**config.mk**
```make
export PLATFORM = sky130hd
export DESIGN_NAME = vram_arbiter
export DESIGN_NICKNAME = d
export VERILOG_FILES = /design/src/rtl/vram_arbiter.sv
export SDC_FILE = /design/constraint.sdc
export NUM_CORES = 1
export LEC_CHECK = 0
export ABC_AREA = 1
export ABC_CLOCK_PERIOD_IN_PS = 3900
export CAP_MARGIN = 20
export CORE_MARGIN = 2
export CORE_UTILIZATION = 30
export DETAILED_ROUTE_END_ITERATION = 16
export DONT_BUFFER_PORTS = 1
export PLACE_DENSITY_LB_ADDON = 0.25
export SYNTH_ARGS = -nofsm -noshare
export SYNTH_HDL_FRONTEND = slang
export SYNTH_SLANG_ARGS = --single-unit
export TNS_END_PERCENT = 50
```
**constraint.sdc**
```tcl
create_clock -name clk -period 3.9 [get_ports clk]
set_input_delay 0.195 -clock clk [delete_from_list [all_inputs] [get_ports clk]]
set_output_delay 0.195 -clock clk [all_outputs]
set_load 0.05 [all_outputs]
```
**src/rtl/vram_arbiter.sv**
```systemverilog
// vram_arbiter: shares one single-port synchronous VRAM between video scan-out and the CPU port
module vram_arbiter #(
  parameter int A        = 10,
  parameter int D        = 8,
  parameter int WAIT_MAX = 4
) (
  input  logic         clk,
  input  logic         rst_n,
  input  logic         vid_req_i,
  input  logic [A-1:0] vid_addr_i,
  output logic         vid_ack_o,
  output logic [D-1:0] vid_rdata_o,
  output logic         vid_rvalid_o,
  input  logic         cpu_req_i,
  input  logic         cpu_we_i,
  input  logic [A-1:0] cpu_addr_i,
  input  logic [D-1:0] cpu_wdata_i,
  output logic         cpu_ack_o,
  output logic [D-1:0] cpu_rdata_o,
  output logic         cpu_rvalid_o,
  output logic [A-1:0] ram_addr_o,
  output logic [D-1:0] ram_din_o,
  output logic         ram_we_o,
  input  logic [D-1:0] ram_dout_i
);
  localparam logic [3:0] WMAX = 4'(WAIT_MAX);
  logic         cpu_win, vid_win;
  logic [3:0]   wait_q, wait_d;
  logic         vid_ack_q, cpu_ack_q, ram_we_q;
  logic [A-1:0] ram_addr_q;
  logic [D-1:0] ram_din_q;
  logic [1:0]   tag1_q, tag2_q;
  logic         vid_rvalid_q, cpu_rvalid_q;
  logic [D-1:0] vid_rdata_q, cpu_rdata_q;
  // grant: video has priority unless the CPU has already lost WAIT_MAX conflicts in a row
  always_comb begin
    cpu_win = cpu_req_i && (!vid_req_i || wait_q == WMAX);
    vid_win = vid_req_i && !cpu_win;
    wait_d  = (!cpu_req_i || cpu_win) ? 4'd0 : (wait_q == WMAX) ? wait_q : wait_q + 4'd1;
  end
  // starvation counter, acks and registered RAM command
  always_ff @(posedge clk or negedge rst_n) begin
    if (!rst_n) begin
      wait_q     <= '0;
      vid_ack_q  <= 1'b0;
      cpu_ack_q  <= 1'b0;
      ram_we_q   <= 1'b0;
      ram_addr_q <= '0;
      ram_din_q  <= '0;
    end else begin
      wait_q    <= wait_d;
      vid_ack_q <= vid_win;
      cpu_ack_q <= cpu_win;
      ram_we_q  <= cpu_win && cpu_we_i;
      if (vid_win) ram_addr_q <= vid_addr_i;
      if (cpu_win) begin
        ram_addr_q <= cpu_addr_i;
        ram_din_q  <= cpu_wdata_i;
      end
    end
  end
  // read tag {valid, port(1=cpu)} follows the access through the RAM latency and steers the return
  always_ff @(posedge clk or negedge rst_n) begin
    if (!rst_n) begin
      tag1_q       <= '0;
      tag2_q       <= '0;
      vid_rvalid_q <= 1'b0;
      cpu_rvalid_q <= 1'b0;
      vid_rdata_q  <= '0;
      cpu_rdata_q  <= '0;
    end else begin
      tag1_q       <= {vid_win || (cpu_win && !cpu_we_i), cpu_win};
      tag2_q       <= tag1_q;
      vid_rvalid_q <= tag2_q == 2'b10;
      cpu_rvalid_q <= tag2_q == 2'b11;
      if (tag2_q == 2'b10) vid_rdata_q <= ram_dout_i;
      if (tag2_q == 2'b11) cpu_rdata_q <= ram_dout_i;
    end
  end
  assign vid_ack_o    = vid_ack_q;
  assign cpu_ack_o    = cpu_ack_q;
  assign ram_we_o     = ram_we_q;
  assign ram_addr_o   = ram_addr_q;
  assign ram_din_o    = ram_din_q;
  assign vid_rvalid_o = vid_rvalid_q;
  assign cpu_rvalid_o = cpu_rvalid_q;
  assign vid_rdata_o  = vid_rdata_q;
  assign cpu_rdata_o  = cpu_rdata_q;
endmodule

```
After elaboration in Yosys (flattened, before gate mapping):

Index checks and enable logic that the tools add are counted.

* reductions and logical operators: 12
* mux-type cells: 4
* equal/unequal tests: 4
* add/subtract/negate cells: 1

Operators with widths (number)
* $mux 10: 2
* $mux 4: 2
* $add 4x1->4 const B: 1
* $eq 2x2->1 const B: 2
* $eq 4x3->1 const B: 1
* $logic_and 1x1->1: 4
* $logic_not 1->1: 4
* $logic_or 1x1->1: 3
* $ne 2x1->1 const B: 1
* $reduce_bool 2->1: 1

* logic and storage cells: 33
* register bits: 47
* output and inout bits: 39
* bits of input ports: 41

Logic depth before layout (Yosys ltp):

Gate-level depths: netlist of run 1.

* depth in word-level cells: 7
* gate-level depth with buffers: 9
* mapped depth without buffers: 8

Least setup slack after synthesis of run 1:

No wires, ideal clock.

* kind: register to register
* start: register wait_q[0]
* end: register ram_din_q[0] (netlist: ram_din_o[0])
* required time: 3.782 ns
* data arrival time: 1.139 ns
* library setup time: 0.118 ns
* clock period less this slack: 1.257 ns
* setup slack: 2.643 ns
* buffers on the path: 2
* stages on the path, launching flop included: 10
* cell sequence: dfrtp_1 -> inv_1 -> ha_1 -> nand3_2 -> nand2_2 -> nand2_2 -> buf_6 -> buf_6 -> nand2_1 -> nand2_1

* cells in the longest elaborated chain, start to end: 3

Ends and longest elaborated chain
* start: declaration: line 28 `logic [3:0] wait_q, wait_d;`
* start signal: assignment: line 51 `wait_q <= wait_d;`
* $eq 4x3->1: line 37 `cpu_win = cpu_req_i && (!vid_req_i || wait_q == WMAX);`
* $logic_or 1x1->1: line 37
* $logic_and 1x1->1: line 37
* end signal: assignment: line 58 `ram_din_q <= cpu_wdata_i;`
* end: declaration: line 31 `logic [D-1:0] ram_din_q;`

Every way passes these cells.
A chain may end at the register's enable or synchronous reset.

Final worst setup path of run 1:

* start: register wait_q[0]
* end: register ram_din_q[2] (netlist: ram_din_o[2])

* cells in the longest elaborated chain, start to end: 3

Ends and longest elaborated chain
* $eq 4x3->1: line 37
* $logic_or 1x1->1: line 37
* $logic_and 1x1->1: line 37
* net cpu_win: line 27 `logic cpu_win, vid_win;`

The timed path passes the listed nets, and every way through them passes these cells.

==> flow_metrics.tcl, run 1 <==
set metrics [dict create \
    synthAdderAreaFrac_pct 1.31 \
    port_buffers 0 \
    drt-initial-drc-count 78 \
    synthesis.instances 208 \
    maxCapViolations 0 \
    die_w_um 83.8 \
    final_hold_viols 0 \
    via_per_inst 4.55 \
    initial_core_util_pct 30.6 \
    total_of_fill_cells_in_the_finished_design 652 \
    r2r-end "ram_din_o[2]" \
    gpl.final_weighted_congestion 0.685 \
    synthMuxAreaShare_pct 0 \
    reg2reg_depth 8 \
    hold_path.startpoint "cpu_wdata_i[7]" \
    grt_pass1_wl_mm 6.67 \
    hold_removal_path_class "input pin to flip-flop" \
    timing.critical_path.fanout_max 20 \
    synth_nets 251 \
    mostFrequentLayoutCell "nand2_1" \
    synth_seq_area_share_pct 60.2 \
    synth-compound-area-share_pct 5.76 \
    critical_path.endpoint "ram_din_o[2]" \
    timing.reg2reg.setup_slack_ns 1.98 \
    wl_per_cell_um 13.2 \
    routed-via-count 1328 \
    synth_area_per_cell_sq_um 9.19 \
    rows 29 \
    worst_setup_path_start_kind "flip-flop" \
    insertedDiodeCount 0 \
    cts.sinks 46 \
    htree_num_levels 2 \
    drv_slew 0 \
    share_of_synthesized_cell_area_in_and_or_nand_and_nor_gates_pct 23.1 \
    synthDistinctLibCells 17 \
    area_growth_syn_to_layout_pct 12.4 \
    tritoncts "yes" \
    min_period_over_period_pct 49.2 \
    setup.worst_path.end_class "flip-flop" \
    totalPowerFinal_w 0.00119 \
    drc_viols 0 \
    postSynthRegisterBits 46 \
    whs_ns 0.00812 \
    first_pass_iters 4 \
    post_route_cells_drive_above_1_share_pct 9.77 \
    fmax_mhz 521 \
    setup_repair_after_global_routing_missed_its_margin "no" \
    crit_required_ns 4.09 \
    period_needed_ns 1.92 \
    synth_xor_xnor_area_share_pct 0.917 \
    finalWirelength_mm 3.85 \
    commonest_cells_after_routing_fill_and_taps_aside "nand2_1 (59), dfrtp_1 (46), inv_1 (27)" \
    power-per-cell-area_nw_per_um2 553 \
    run_status "finished clean" \
    cts_inserted_buffers 5 \
    cellLeakagePower_nw 1.09 \
    finish.net_count 257 \
    boundaryPins 80 \
    criticalPathCategory "flip-flop to flip-flop" \
    synthesis.yosys.warnings 0 \
    transition_time_at_the_pin_with_the_least_slew_margin_ns 0.703 \
    max-clock-path-buffers 2 \
    detail-route-antenna-nets 0 \
    final_critical_path_setup_slack_ns 1.98 \
    timing.slew.headroom_pct 53.1 \
    core_area_sq_um 6240 \
    setup_viol 0 \
    timing.clock.skew_ns 0.00707 \
    crit_start "wait_q[0]" \
    timing.rr.start "wait_q[0]" \
    detailedPlace.worstSlack_ns 1.93 \
    detailedPlacementHpwl_mm 2.69 \
    totalNegativeSetupSlack_ns 0 \
    grt_start_max_net_pins 47 \
    combinational_family_with_the_most_area_after_synthesis "simple AND/OR/NAND/NOR gates" \
    antenna_found_initial 0 \
    register_clock_pin_slew_on_the_reported_worst_setup_and_hold_paths_ns 0.09 \
    ctsRootBufferMaster "clkbuf_8" \
    insertion_delay_ns 0.29 \
    overall_die_area_sq_um 7020 \
    gr-total-overflow 0 \
    die-height_um 83.8 \
    worstPathArrival_ns 2.11 \
    synthesis.area_sq_um 1910 \
    grtUsageTotal_pct 11.8 \
    grt_pass1_vias 1292 \
    vdd_drop_max_mv 0.238 \
]
-- kinds of logic after synthesis --
logic type	after synthesis
DFF	46
xor gates and xnor gates	2
buffers and inverters	37
adders and majority gates	2
AOI/OAI and AO/OA	16
and+or+nand+nor	105
-- layer usage --
layer | vias to the layer above | share of wire (%) | GRT usage (%)
li1 | 642 | - | -
met1 | 617 | 44 | 15.6
met2 | 62 | 44 | 17.1
met3 | 7 | 10 | 5.04
met4 | 0 | 1.3 | 4.84
met5 | - | 0 | 0
-- state kept, by name, summed over array words and instances, names as in the netlist --
signal        count
ram_addr_o       10
tag2_q            2
tag1_q            2
ram_din_o         8
cpu_rdata_o       8
vid_ack_o         1
cpu_rvalid_o      1
vid_rvalid_o      1
wait_q            4
ram_we_o          1
vid_rdata_o       8
-- power breakdown --
group	switching [W]	internal [W]	leakage (nW)
sequential	0.000219	0.000526	0.567
combinational	0.0000596	0.0000389	0.469
clock	0.000153	0.000192	0.0524
total	0.000431	0.000757	1.09
-- cell usage after synthesis --
| master | instances | area, sq um |
|---|---|---|
| buf_2 | 4 | 20.0 |
| buf_6 | 3 | 33.8 |
| clkbuf_1 | 2 | 7.51 |
| clkinv_1 | 1 | 3.75 |
| dfrtp_1 | 46 | 1150 |
| ha_1 | 2 | 25.0 |
| inv_1 | 27 | 101 |
| nand2_1 | 59 | 221 |
| nand2_2 | 4 | 25.0 |
| nand3_1 | 22 | 110 |
| nand3_2 | 1 | 10.0 |
| nor2_1 | 18 | 67.6 |
| o21ai_0 | 8 | 40.0 |
| o21ai_2 | 8 | 70.1 |
| or2_1 | 1 | 6.26 |
| xnor2_1 | 1 | 8.76 |
| xor2_1 | 1 | 8.76 |
-- worst min-delay path by stage --
stage / endpoint / cells past startpoint
finish: ram_din_o[7] / 2
global route: ram_din_o[7] / 2
CTS: ram_din_o[7] / 2
detailed placement: cpu_rdata_o[1] / 0
global placement: vid_rvalid_o / 0
floorplan: cpu_rdata_o[0] / 0
-- what timing repair did --
action                                  CTS  global route
resized for setup                         0             0
buffers inserted                          0             0
endpoints found under the hold margin    51             0
endpoints found under the setup margin    0             0
hold buffers                              7             0
-- cell type report --
class | count | area, sq um | area share [%]
Clock buffer | 7 | 76.3 | 3.55
Clock inverter | 1 | 30.0 | 1.40
Inverter | 28 | 105 | 4.90
Multi-Input combinational cell | 125 | 593 | 27.6
Sequential cell | 46 | 1150 | 53.6
Tap cell | 77 | 96.3 | 4.49
Timing Repair Buffer | 8 | 95.1 | 4.43
-- through the flow --
stage          cells  util, %  cell area (sq um)
2_1_floorplan    208        -               1910
3_3_place_gp     277     31.3               1950
3_5_place_dp     277     31.3               1950
4_1_cts          292     34.4               2150
5_1_grt          292     34.4               2150
6_report         292     34.4               2150
-- worst max-delay path, stage by stage, from the launching register on --
cell	delay (ns)
dfrtp_1	0.39
inv_1	0.06
ha_1	0.20
nand3_2	0.08
nand2_2	0.15
nand2_2	0.36
clkinv_1	0.38
nand2_1	0.14
nand2_1	0.05
No activity file was read; power rests on OpenSTA's default activity.
==> run 2, diff against run 1 <==
- ABC_AREA: 1 -> 0
- ABC_CLOCK_PERIOD_IN_PS: 3900 -> 1600
- clock period: 3.9 -> 1.6 ns (I/O delays scaled with it)
==> run 2 against run 1 <==
Against the previous run: clock power rose by 83%; flip-flop and latch count did not move; sequential share of layout area fell by 5.2 points; via count fell by 14%; synthesized cell count fell by 42%; final area rose by 11%; sequential power rose by 140%; worst hold slack improved by 0.0095 ns; first-iteration DRC count fell by 65%; critical path type unchanged.
==> flow_metrics.tcl, run 2 <==
set metrics [dict create \
    cts_inserted_buffers 5 \
    crit_required_ns 1.77 \
    cellLeakagePower_nw 1.07 \
    register_clock_pin_slew_on_the_reported_worst_setup_and_hold_paths_ns 0.08 \
    die_w_um 81.0 \
    insertion_delay_ns 0.28 \
    setup.worst_path.end_class "flip-flop" \
    fmax_mhz 645 \
    via_per_inst 4.72 \
    dpl_cell_area_sq_um 1930 \
    crit_path_cell_trace "inv_1, ha_2, nand4b_4, buf_4, and3_1, a221o_1" \
    reg2reg_depth 6 \
    drt-initial-drc-count 27 \
    synth_seq_area_share_pct 64.7 \
    synth_edf_count 0 \
    overall_die_area_sq_um 6560 \
    synthMostInstantiatedCell "dfrtp_1" \
    timing.critical_path.max_delay_family "flip-flops" \
    postSynthRegisterBits 46 \
    setup_viol 0 \
    wl_per_cell_um 15.3 \
    slowest_stage "dfrtp_1" \
    ctsRootBufferMaster "clkbuf_8" \
    insertedDiodeCount 0 \
    timing.reg2reg.setup_slack_ns 0.05 \
    detail-route-antenna-nets 0 \
    synthesis.area_sq_um 1780 \
    cts.sinks 46 \
    crit_cells 6 \
    timing.slew.headroom_pct 49.9 \
    synth_nets 164 \
    timing.critical_path.fanout_max 11 \
    mostFrequentLayoutCell "dfrtp_1" \
    grt_use_met2_pct 21.6 \
    grt_pass1_wl_mm 6.01 \
    gr-max-usage-layer "met2" \
    hold_removal_path_class "input pin to flip-flop" \
    worstPathArrival_ns 1.72 \
    post_route_cells_drive_above_1_share_pct 25.6 \
    area_growth_syn_to_layout_pct 33.7 \
    boundaryPins 80 \
    htree_num_levels 2 \
    groute.layer.met1.usage_pct 13.1 \
    synthesis.yosys.warnings 0 \
    final_design_area_no_fill_sq_um 2380 \
    hold-path-cell-count 2 \
    whs_endpoint "wait_q[0]" \
    gpl.final_weighted_congestion 0.746 \
    synthesis.instances 121 \
    detailedPlacementHpwl_mm 2.55 \
    synthArstFlopShare_pct 100 \
    largest_register_ffs 10 \
    drc_viols 0 \
    global_route.usage.met3_pct 5.56 \
    period_needed_ns 1.55 \
    fin_util_pct 40.9 \
    core_area_sq_um 5820 \
    synth_top_cell_area_share_pct 64.7 \
    port_buffers 0 \
    commonest_cells_after_routing_fill_and_taps_aside "dfrtp_1 (46), dlygate4sd3_1 (29), mux2_2 (16)" \
    die-height_um 81.0 \
    max-clock-path-buffers 2 \
    maxCapViolations 0 \
    drv_slew 0 \
    run_status "finished clean" \
    grt_pass1_vias 1267 \
    grt_start_max_net_pins 47 \
    final_hold_viols 0 \
    gr-total-overflow 0 \
    power-per-cell-area_nw_per_um2 1180 \
    synth_area_leaders "dfrtp_1 (65%), mux2_2 (10%), a221o_1 (5.6%)" \
    timing.clock.skew_ns 0.00574 \
    timing.critical_path.buf_inv 2 \
    tritoncts "yes" \
    transition_time_at_the_pin_with_the_least_slew_margin_ns 0.748 \
    criticalPathCategory "flip-flop to flip-flop" \
    finalWirelength_mm 3.72 \
    grtUsageTotal_pct 12.1 \
    slowest_delay_ns 0.40 \
    vdd_drop_max_mv 0.458 \
    synth_largest_area_cell "dfrtp_1" \
    initial_core_util_pct 30.6 \
    hold_path.startpoint "cpu_req_i" \
    most_frequently_used_flop_master_after_synthesis "dfrtp_1" \
    first_pass_iters 4 \
    placedCellCount 203 \
    yosys-top-cells-count "dfrtp_1 (46), mux2_2 (16), a221o_1 (10), and3_1 (9), mux2_1 (8)" \
    finish.net_count 211 \
    rows 28 \
    min_period_over_period_pct 96.9 \
    r2r-end "ram_addr_o[5]" \
    final-instance-count-excl-fill 243 \
    antenna_found_initial 0 \
    worst_setup_path_start_kind "flip-flop" \
    synth_area_per_cell_sq_um 14.7 \
    synthDistinctLibCells 23 \
    timing.rr.start "wait_q[1]" \
    routed-via-count 1146 \
]
-- run 2: cell types whose count changed after synthesis, sizes merged, moves of 2 or more --
cell   previous run  this run
inv              27         6
mux2              0        24
a221o             0        10
nor2             18         5
and2              0         2
nand2            63         2
o21ai            16         1
and3              0        10
buf               7         4
nand3            23         1
-- run 2: routing by layer --
layer  part of all wire [%]  routed length, um
met5                      0                  0
met4                   0.27                 10
met3                     11                409
met2                     51               1890
met1                     38               1410
-- run 2: cell families after synthesis --
kind of cell             share of synthesized area [%]
buffers and inverters                             3.52
multiplexers                                      15.2
XOR/XNOR                                         0.985
AND/OR/NAND/NOR                                   7.32
AO/OA/AOI/OAI                                     6.83
flip-flops                                        64.7
adder cells (fa/ha/maj)                           1.41
-- run 2: how the worst max path moves through the flow --
stage,start,to
finish,wait_q[1],ram_addr_o[5]
global route,wait_q[1],ram_addr_o[3]
CTS,wait_q[1],ram_addr_o[9]
detailed placement,wait_q[1],ram_addr_o[4]
global placement,wait_q[1],ram_addr_o[8]
floorplan,wait_q[0],ram_din_o[0]
-- run 2: area by class of cell --
| type | instances | area (sq um) |
|---|---|---|
| multi-input combinational | 63 | 583 |
| tap | 75 | 93.8 |
| inverter | 6 | 22.5 |
| fill | 555 | 3440 |
| sequential | 46 | 1150 |
| timing repair buffer | 46 | 450 |
| clock buffer | 7 | 76.3 |
-- run 2: where the power goes --
| part | internal [W] | leakage (nW) | switching (W) |
|---|---|---|---|
| Sequential | 0.00129 | 0.554 | 0.000472 |
| Combinational | 0.000204 | 0.475 | 0.000202 |
| Clock | 0.000301 | 0.0383 | 0.000332 |
| Total | 0.00180 | 1.07 | 0.00101 |
-- run 2: repair_timing --
action                                  CTS  global route
hold endpoints to repair                 83             0
gates resized for setup                   1             2
pin swaps                                 0             0
hold buffers                             30             0
endpoints found under the setup margin    7            18
cloned                                    0             0
buffers inserted                          2             1
-- run 2: stage by stage --
step | setup WS (ns) | hold slack, ns | setup TNS, ns | power [W]
floorplan | 0.154 | -0.216 | 0 | 0.00201
global placement | 0.0558 | -0.215 | 0 | 0.00208
detailed placement | -0.0594 | -0.215 | -0.296 | 0.00210
CTS | 0.0258 | 0.0124 | 0 | 0.00285
global route | -0.0253 | 0.0342 | -0.118 | 0.00294
finish | 0.0496 | 0.0177 | 0 | 0.00280
